**config.mk**
```make
export PLATFORM = sky130hd
export DESIGN_NAME = imm_gen_pipe
export DESIGN_NICKNAME = d
export VERILOG_FILES = /design/src/rtl/imm_gen_pkg.sv /design/src/rtl/imm_gen_decode.sv /design/src/rtl/imm_gen_pipe.sv
export SDC_FILE = /design/constraint.sdc
export NUM_CORES = 1
export LEC_CHECK = 0
export BUFFER_PORTS_ARGS = -buffer_cell sky130_fd_sc_hd__buf_2
export CELL_PAD_IN_SITES_DETAIL_PLACEMENT = 1
export CELL_PAD_IN_SITES_GLOBAL_PLACEMENT = 2
export CORE_UTILIZATION = 33
export CTS_CLUSTER_SIZE = 10
export DETAILED_ROUTE_END_ITERATION = 8
export PLACE_DENSITY = 0.89
export SKIP_CTS_REPAIR_TIMING = 1
export SLEW_MARGIN = 10
export SYNTH_ARGS = -nofsm -noshare
export SYNTH_HDL_FRONTEND = slang
export SYNTH_SLANG_ARGS = --single-unit
```
**constraint.sdc**
```tcl
create_clock -name clk -period 1.9 [get_ports clk]
set_input_delay 0 -clock clk [delete_from_list [all_inputs] [get_ports clk]]
set_output_delay 0 -clock clk [all_outputs]
set_load 0.005 [all_outputs]
```
**src/rtl/imm_gen_pkg.sv**
```systemverilog
// Shared opcode and immediate-format definitions for the registered immediate generator.
// The CSR zimm format (FMT_Z) is only produced when IMM_GEN_CSR_EN is defined.
package imm_gen_pkg;

    localparam logic [6:0] OP_IMM = 7'b0010011;
    localparam logic [6:0] LOAD   = 7'b0000011;
    localparam logic [6:0] JALR   = 7'b1100111;
    localparam logic [6:0] STORE  = 7'b0100011;
    localparam logic [6:0] BRANCH = 7'b1100011;
    localparam logic [6:0] LUI    = 7'b0110111;
    localparam logic [6:0] AUIPC  = 7'b0010111;
    localparam logic [6:0] JAL    = 7'b1101111;
    localparam logic [6:0] SYSTEM = 7'b1110011;

    typedef enum logic [2:0] {
        FMT_NONE = 3'd0,
        FMT_I    = 3'd1,
        FMT_S    = 3'd2,
        FMT_B    = 3'd3,
        FMT_U    = 3'd4,
        FMT_J    = 3'd5,
        FMT_Z    = 3'd6
    } imm_fmt_e;

    function automatic logic [6:0] opcode_of(input logic [31:0] instr);
        return instr[6:0];
    endfunction

endpackage

```
**src/rtl/imm_gen_decode.sv**
```systemverilog
// Combinational immediate decoder: maps a raw instruction word to a sign-extended immediate
// and its format code. CSR zimm decoding is enabled by defining IMM_GEN_CSR_EN.
module imm_gen_decode
    import imm_gen_pkg::*;
#(
    parameter int XLEN = 32
) (
    input  logic [31:0]     instr,
    output logic [XLEN-1:0] imm,
    output imm_fmt_e        fmt
);

    // Every format fits in 32 bits; widening to XLEN is a single sign extension of bit 31.
    logic signed [31:0] raw;

    always_comb begin
        raw = '0;
        fmt = FMT_NONE;
        case (opcode_of(instr))
            OP_IMM, LOAD, JALR: begin
                raw = {{20{instr[31]}}, instr[31:20]};
                fmt = FMT_I;
            end
            STORE: begin
                raw = {{20{instr[31]}}, instr[31:25], instr[11:7]};
                fmt = FMT_S;
            end
            BRANCH: begin
                raw = {{19{instr[31]}}, instr[31], instr[7], instr[30:25], instr[11:8], 1'b0};
                fmt = FMT_B;
            end
            LUI, AUIPC: begin
                raw = {instr[31:12], 12'b0};
                fmt = FMT_U;
            end
            JAL: begin
                raw = {{11{instr[31]}}, instr[31], instr[19:12], instr[20], instr[30:21], 1'b0};
                fmt = FMT_J;
            end
`ifdef IMM_GEN_CSR_EN
            SYSTEM: begin
                if (instr[14]) begin
                    raw = {27'b0, instr[19:15]};
                    fmt = FMT_Z;
                end
            end
`endif
            default: begin
                raw = '0;
                fmt = FMT_NONE;
            end
        endcase
    end

    assign imm = XLEN'(raw);

endmodule

```
**src/rtl/imm_gen_pipe.sv**
```systemverilog
// Registered immediate generator with a 2-entry (output + skid) valid/ready buffer, flush and tag.
// Build with IMM_GEN_CSR_EN defined to decode the CSR zimm format.
module imm_gen_pipe
    import imm_gen_pkg::*;
#(
    parameter int XLEN  = 32,
    parameter int TAG_W = 8
) (
    input  logic             clk,
    input  logic             rst_n,
    input  logic             flush,
    input  logic             in_valid,
    output logic             in_ready,
    input  logic [31:0]      instr,
    input  logic [TAG_W-1:0] in_tag,
    output logic             out_valid,
    input  logic             out_ready,
    output logic [XLEN-1:0]  imm,
    output logic [2:0]       fmt,
    output logic [TAG_W-1:0] out_tag
);

    typedef struct packed {
        logic [XLEN-1:0]  imm;
        imm_fmt_e         fmt;
        logic [TAG_W-1:0] tag;
    } entry_t;

    logic [XLEN-1:0] dec_imm;
    imm_fmt_e        dec_fmt;
    entry_t          dec_entry;

    entry_t or_q, or_d, sk_q, sk_d;
    logic   or_valid_q, or_valid_d, sk_valid_q, sk_valid_d;
    logic   accept, drain;

    imm_gen_decode #(.XLEN(XLEN)) u_decode (
        .instr (instr),
        .imm   (dec_imm),
        .fmt   (dec_fmt)
    );

    assign dec_entry = '{imm: dec_imm, fmt: dec_fmt, tag: in_tag};
    assign accept    = in_valid & ~sk_valid_q;
    assign drain     = or_valid_q & out_ready;

    // The output register only changes when empty or draining, which keeps a stalled output stable.
    always_comb begin
        or_d       = or_q;
        sk_d       = sk_q;
        or_valid_d = or_valid_q;
        sk_valid_d = sk_valid_q;
        if (flush) begin
            or_valid_d = 1'b0;
            sk_valid_d = 1'b0;
        end else if (!or_valid_q || drain) begin
            if (sk_valid_q) begin
                or_d       = sk_q;
                or_valid_d = 1'b1;
                sk_valid_d = 1'b0;
            end else if (accept) begin
                or_d       = dec_entry;
                or_valid_d = 1'b1;
            end else begin
                or_valid_d = 1'b0;
            end
        end else if (accept) begin
            sk_d       = dec_entry;
            sk_valid_d = 1'b1;
        end
    end

    always_ff @(posedge clk or negedge rst_n) begin
        if (!rst_n) begin
            or_q       <= '0;
            sk_q       <= '0;
            or_valid_q <= 1'b0;
            sk_valid_q <= 1'b0;
        end else begin
            or_q       <= or_d;
            sk_q       <= sk_d;
            or_valid_q <= or_valid_d;
            sk_valid_q <= sk_valid_d;
        end
    end

    // in_ready comes straight from a flop, so out_ready never reaches it combinationally.
    assign in_ready  = ~sk_valid_q;
    assign out_valid = or_valid_q;
    assign imm       = or_q.imm;
    assign fmt       = or_q.fmt;
    assign out_tag   = or_q.tag;

endmodule
```
After elaboration in Yosys (flattened, before gate mapping)
Index checks and enable logic that the tools add are counted.
- flip-flop bits (word level): 88
- bits in read-only memories: 0
- RAM bits: 0
- input bits: 45
- memories: 0
- bits in latches: 0
- order comparisons: 0
- multiply operators: 0
- muxes and demuxes: 11
- div/mod/pow operators: 0
- eq/ne operators: 8
- reductions and logical operators: 9
- add/sub/neg operators: 0
- shift-type cells: 0
- bitwise gates (word level): 5
- operators with widths (kind ; number):
    $pmux W32 S5 ; 1
    $mux W43 ; 2
    $eq A7 B7 Y1 const B ; 3
    $pmux W3 S5 ; 1
    $eq A7 B5 Y1 const B ; 2
    $eq A7 B6 Y1 const B ; 2
    $eq A7 B2 Y1 const B ; 1
    $mux W1 ; 7
    $reduce_and A3 Y1 ; 2
    $reduce_bool A2 Y1 ; 2
    $not A1 Y1 ; 3
    $reduce_bool A3 Y1 ; 1
    $reduce_or A3 Y1 ; 1
    $and A1 B1 Y1 ; 2
    $reduce_or A2 Y1 ; 1
    $logic_not A1 Y1 ; 1
    $logic_or A1 B1 Y1 ; 1

Longest topological paths before layout
- word-level depth: 6
- depth in mapped cells: 8
- depth with buffers taken out: 4

Hierarchy
A second synthesis with hierarchy kept.
- cell total of the unflattened synthesis: 313
- area, all modules: 4359.2 µm²
- modules (own cells, without submodules) (module ; area an instance (µm²) ; cells an instance ; instances ; seq. area each (µm²)):
    imm_gen_pipe ; 3842.4 ; 239 ; 1 ; 2202.1
    imm_gen_decode ; 516.7 ; 74 ; 1 ; 0.0

Worst setup path after synthesis
OpenSTA, ideal clock, no wires.
- kind: register to register
- start: reg or_valid_q (netlist: out_valid)
- end: reg or_q, in the netlist imm[30]
- cell stages (with the launch flop): 7
- setup time: 0.128 ns
- required time: 1.772 ns
- path slack: 0.187 ns
- data arrival time: 1.586 ns
- cells stage by stage: dfrtp_1 nor2b_1 or3_1 clkbuf_1 nor4_2 buf_6 a211oi_2
- cells in the longest elaborated chain, start to end: 3
- elaborated cells between the ends (all ways): 4
- classes of those cells: bitwise: 1; reduce/logical: 3
- ends and longest elaborated chain (item ; RTL line ; source):
    from (decl) ; imm_gen_pipe.sv:34 ; logic or_valid_q, or_valid_d, sk_valid_q, sk_valid_d;
    from (signal assigned) ; imm_gen_pipe.sv:82 ; or_valid_q <= or_valid_d;
    $and A1 B1 Y1 / $logic_not A1 Y1 (equally long branches) ; imm_gen_pipe.sv:45, imm_gen_pipe.sv:56 ;
    $logic_or A1 B1 Y1 * ; imm_gen_pipe.sv:56 ; end else if (!or_valid_q || drain) begin
    $reduce_and A3 Y1 (no line) * ; n/a ;
    to (signal assigned) ; imm_gen_pipe.sv:80 ; or_q <= or_d;
    to (decl) ; imm_gen_pipe.sv:33 ; entry_t or_q, or_d, sk_q, sk_d;
Every way passes the cells marked *; elsewhere a longest branch is shown, timed or not.
A chain may end at the register's enable or synchronous reset.

Worst setup path in the final report
- start: reg or_valid_q (netlist: out_valid)
- end: reg or_q, in the netlist imm[20]
Same word-level chain as after synthesis.

==> impl_metrics.env <==
export IMPL_timing_critical_path_cells="nor2b_1 -> or3_2 -> nor4_4 -> buf_12 -> a211oi_1"
export IMPL_final_layout_size_suffix_gt1_share_pct=27.6
export IMPL_globalplace_congestion=0.837
export IMPL_result_of_the_run="finished, final reports clean"
export IMPL_vias_per_cell=5.11
export IMPL_syn_to_final_growth_pct=31.9
export IMPL_synth_area_top_cells="sky130_fd_sc_hd__dfrtp_1 (54%), sky130_fd_sc_hd__nand2_1 (7.3%), sky130_fd_sc_hd__nor2_1 (4.4%)"
export IMPL_syn_nets=475
export IMPL_drt_drc_violations_left=0
export IMPL_num_antenna_cells=0
export IMPL_crit_share_post_route_pct=97.3
export IMPL_detailedRoute_firstIterationViolations=144
export IMPL_worstSetupStartpointType="register"
export IMPL_clk_pin_slew_ns=0.06
export IMPL_crit_fanout=11
export IMPL_row_count=40
export IMPL_peakVddDrop_mv=0.361
export IMPL_buffer_ports_inserted=89
export IMPL_synth_top_area_share_pct=53.6
export IMPL_place_detailed_hpwl_um=8550
export IMPL_post_place_ws_ns=0.0854
export IMPL_critical_path_class="reg2reg"
export IMPL_slowest_stage="sky130_fd_sc_hd__or3_2"
export IMPL_worstHoldPathType="in2reg"
export IMPL_power_static_leakage_nw=2.46
export IMPL_maxClockFrequency_mhz=541
export IMPL_grt_antenna_before_repair=0
export IMPL_die_w_um=114
export IMPL_worst_endpoint_required_ns=2.12
export IMPL_remaining_antenna_violation_count_after_routing=0
export IMPL_most_common_layout_cells="sky130_fd_sc_hd__dfrtp_1 (88), sky130_fd_sc_hd__buf_2 (88), sky130_fd_sc_hd__nand2_1 (80), sky130_fd_sc_hd__nor2_1 (47)"
export IMPL_post_synthesis_cell_type_with_the_largest_combined_area="sky130_fd_sc_hd__dfrtp_1"
export IMPL_crit_path_end_kind="register"
export IMPL_tritoncts_num_buffers=9
export IMPL_finClkSkew_ns=0.00540
export IMPL_io_pins=90
export IMPL_slew_limit_headroom_pct=53.0
export IMPL_seq_power_share_pct=47.5
export IMPL_worst_pin_slew_ns=0.700
export IMPL_htreeDepth=3
export IMPL_grt_overflow=0
export IMPL_buffer_depth_of_the_longest_clock_path=2
export IMPL_core_area_mm2=0.0121
export IMPL_chipHeight_um=114
export IMPL_internal_power_mw=3.53
export IMPL_proportion_of_synthesized_chip_area_in_sequential_cells_pct=53.6
export IMPL_maxCapViolCount=0
export IMPL_grt_util_all_layers_pct=20.9
export IMPL_finalMaxSlewViolations=0
export IMPL_finalWirelength_um=12800
export IMPL_setup_viol=0
export IMPL_finish_net_count=597
export IMPL_cts_tree="done"
export IMPL_final_area_mm2=0.00542
export IMPL_grt_pass1_wl_um=20700
export IMPL_clkPwrFrac_pct=36.4
export IMPL_clockRootBuffer="sky130_fd_sc_hd__clkbuf_16"
export IMPL_hold_violation_total_from_the_final_report=0
export IMPL_critPathMaxStageDelay_ns=0.55
export IMPL_detailedRoute_firstPassIterationCount=5
export IMPL_syn_cell_area_mm2=0.00411
export IMPL_floorplan_initialDensity_pct=34.0
export IMPL_routed_wire_length_per_instance_um=17.7
export IMPL_grt_max_degree=72
export IMPL_final_period_minus_worst_setup_slack_ns=1.85
export IMPL_clock_insertion_delay_worst_skew_ns=0.34
export IMPL_detailed_route_via_count=3708
export IMPL_synthCells=430
export IMPL_p_switching_mw=1.34
export IMPL_worst_slack_ns=0.0505
export IMPL_avgSynthCellArea_um2=9.55
export IMPL_postSynthRegisterBits=88
export IMPL_cp_arrival_ns=2.07
export IMPL_first_global_vias=3953
export IMPL_switching_share_pct=27.5
export IMPL_yosys_warnings=0
export IMPL_setup_repair_after_global_routing_missed_its_margin="true"
export IMPL_detailed_place_area_mm2=0.00483
export IMPL_power_density_mw_per_mm2=898
export IMPL_die_area_mm2=0.0129
export IMPL_relative_contribution_of_combinational_cells_to_total_power_pct=16.0
export IMPL_synth_cell_types=46
export IMPL_clkSinkCount=88
## worst max-delay path: cells and delay by family, from the launching register on
family	cells	cell delay, ns
simple gates	3	1.07
flops	1	0.39
buf+inv	1	0.19
compound gates	1	0.09
## per-layer routing
layer / share of wire [%] / wire length (um) / GRT usage [%]
met3: 4.3 / 556 / 4.25
met5: 0 / 0 / 0
met2: 50 / 6370 / 35.0
met4: 0.98 / 126 / 6.40
met1: 45 / 5760 / 27.3
## power by group through the flow
stage	Clock (mW)	Sequential, mW	Combinational (mW)
3_5_place_dp	0	2.34	0.736
5_1_grt	1.89	2.34	0.878
4_1_cts	1.80	2.31	0.744
2_1_floorplan	0	2.31	0.381
6_report	1.77	2.31	0.780
3_3_place_gp	0	2.33	0.701
## synth_stat cells, drive strengths merged
library cell / count
a2111oi: 1
a211oi: 15
a21oi: 28
a22o: 6
a22oi: 5
a31oi: 1
a32oi: 2
and3b: 1
buf: 17
clkbuf: 11
dfrtp: 88
inv: 17
mux2i: 10
nand2: 80
nand2b: 2
nand3: 7
nand3b: 1
nand4b: 1
nand4bb: 1
nor2: 51
nor2b: 4
nor3: 21
nor4: 2
nor4b: 1
o2111ai: 7
o211ai: 4
o21a: 1
o21ai: 30
o22ai: 7
o31ai: 2
o32ai: 1
or2: 2
or3: 1
or3b: 1
or4: 1
## stage by stage
stage | util (%) | power (mW) | setup TNS (ns) | cells | hold WS (ns)
after floorplan | - | 2.69 | 0 | 430 | -0.296
after global placement | 40.0 | 3.03 | 0 | 681 | -0.108
after detailed placement | 40.0 | 3.08 | 0 | 681 | -0.104
after CTS | 42.4 | 4.86 | 0 | 697 | -0.471
after global routing | 44.9 | 5.11 | -0.0608 | 725 | 0.0163
final | 44.9 | 4.87 | 0 | 725 | 0.00242
## logic make-up after synthesis
group | share of synthesized area, %
mux | 2.44
compound gates | 18.8
flops | 53.6
simple gates | 19.6
buf+inv | 5.55
## flip-flops by register name, summed over array words and instances (netlist names)
signal / cells
fmt: 3
out_tag: 8
out_valid: 1
sk_valid_q: 1
sk_q: 43
imm: 32
## worst paths after layout
path	from	end	slack, ns	cells past startpoint
min reg2reg	out_tag[5]$_DFFE_PN0P_	out_tag[5]$_DFFE_PN0P_	0.47	2
min	instr[11]	sk_q[15]$_DFFE_PN0P_	0.002	3
max reg2reg	out_valid$_DFFE_PN0N_	imm[20]$_DFFE_PN0P_	0.05	5
min in group asynchronous	rst_n	fmt[1]$_DFFE_PN0P_	0.07	2
max	out_valid$_DFFE_PN0N_	imm[20]$_DFFE_PN0P_	0.05	5
max in group asynchronous	rst_n	out_tag[6]$_DFFE_PN0P_	1.16	3
## cell type report
class / instances / area, um^2
clock buffer: 10 / 229
multi-input combinational: 297 / 1720
timing repair buffer: 139 / 935
clock inverter: 6 / 60.1
tap: 168 / 210
sequential: 88 / 2200
inverter: 17 / 63.8
fill: 1385 / 6640
Power figures use the tool's default switching activity.
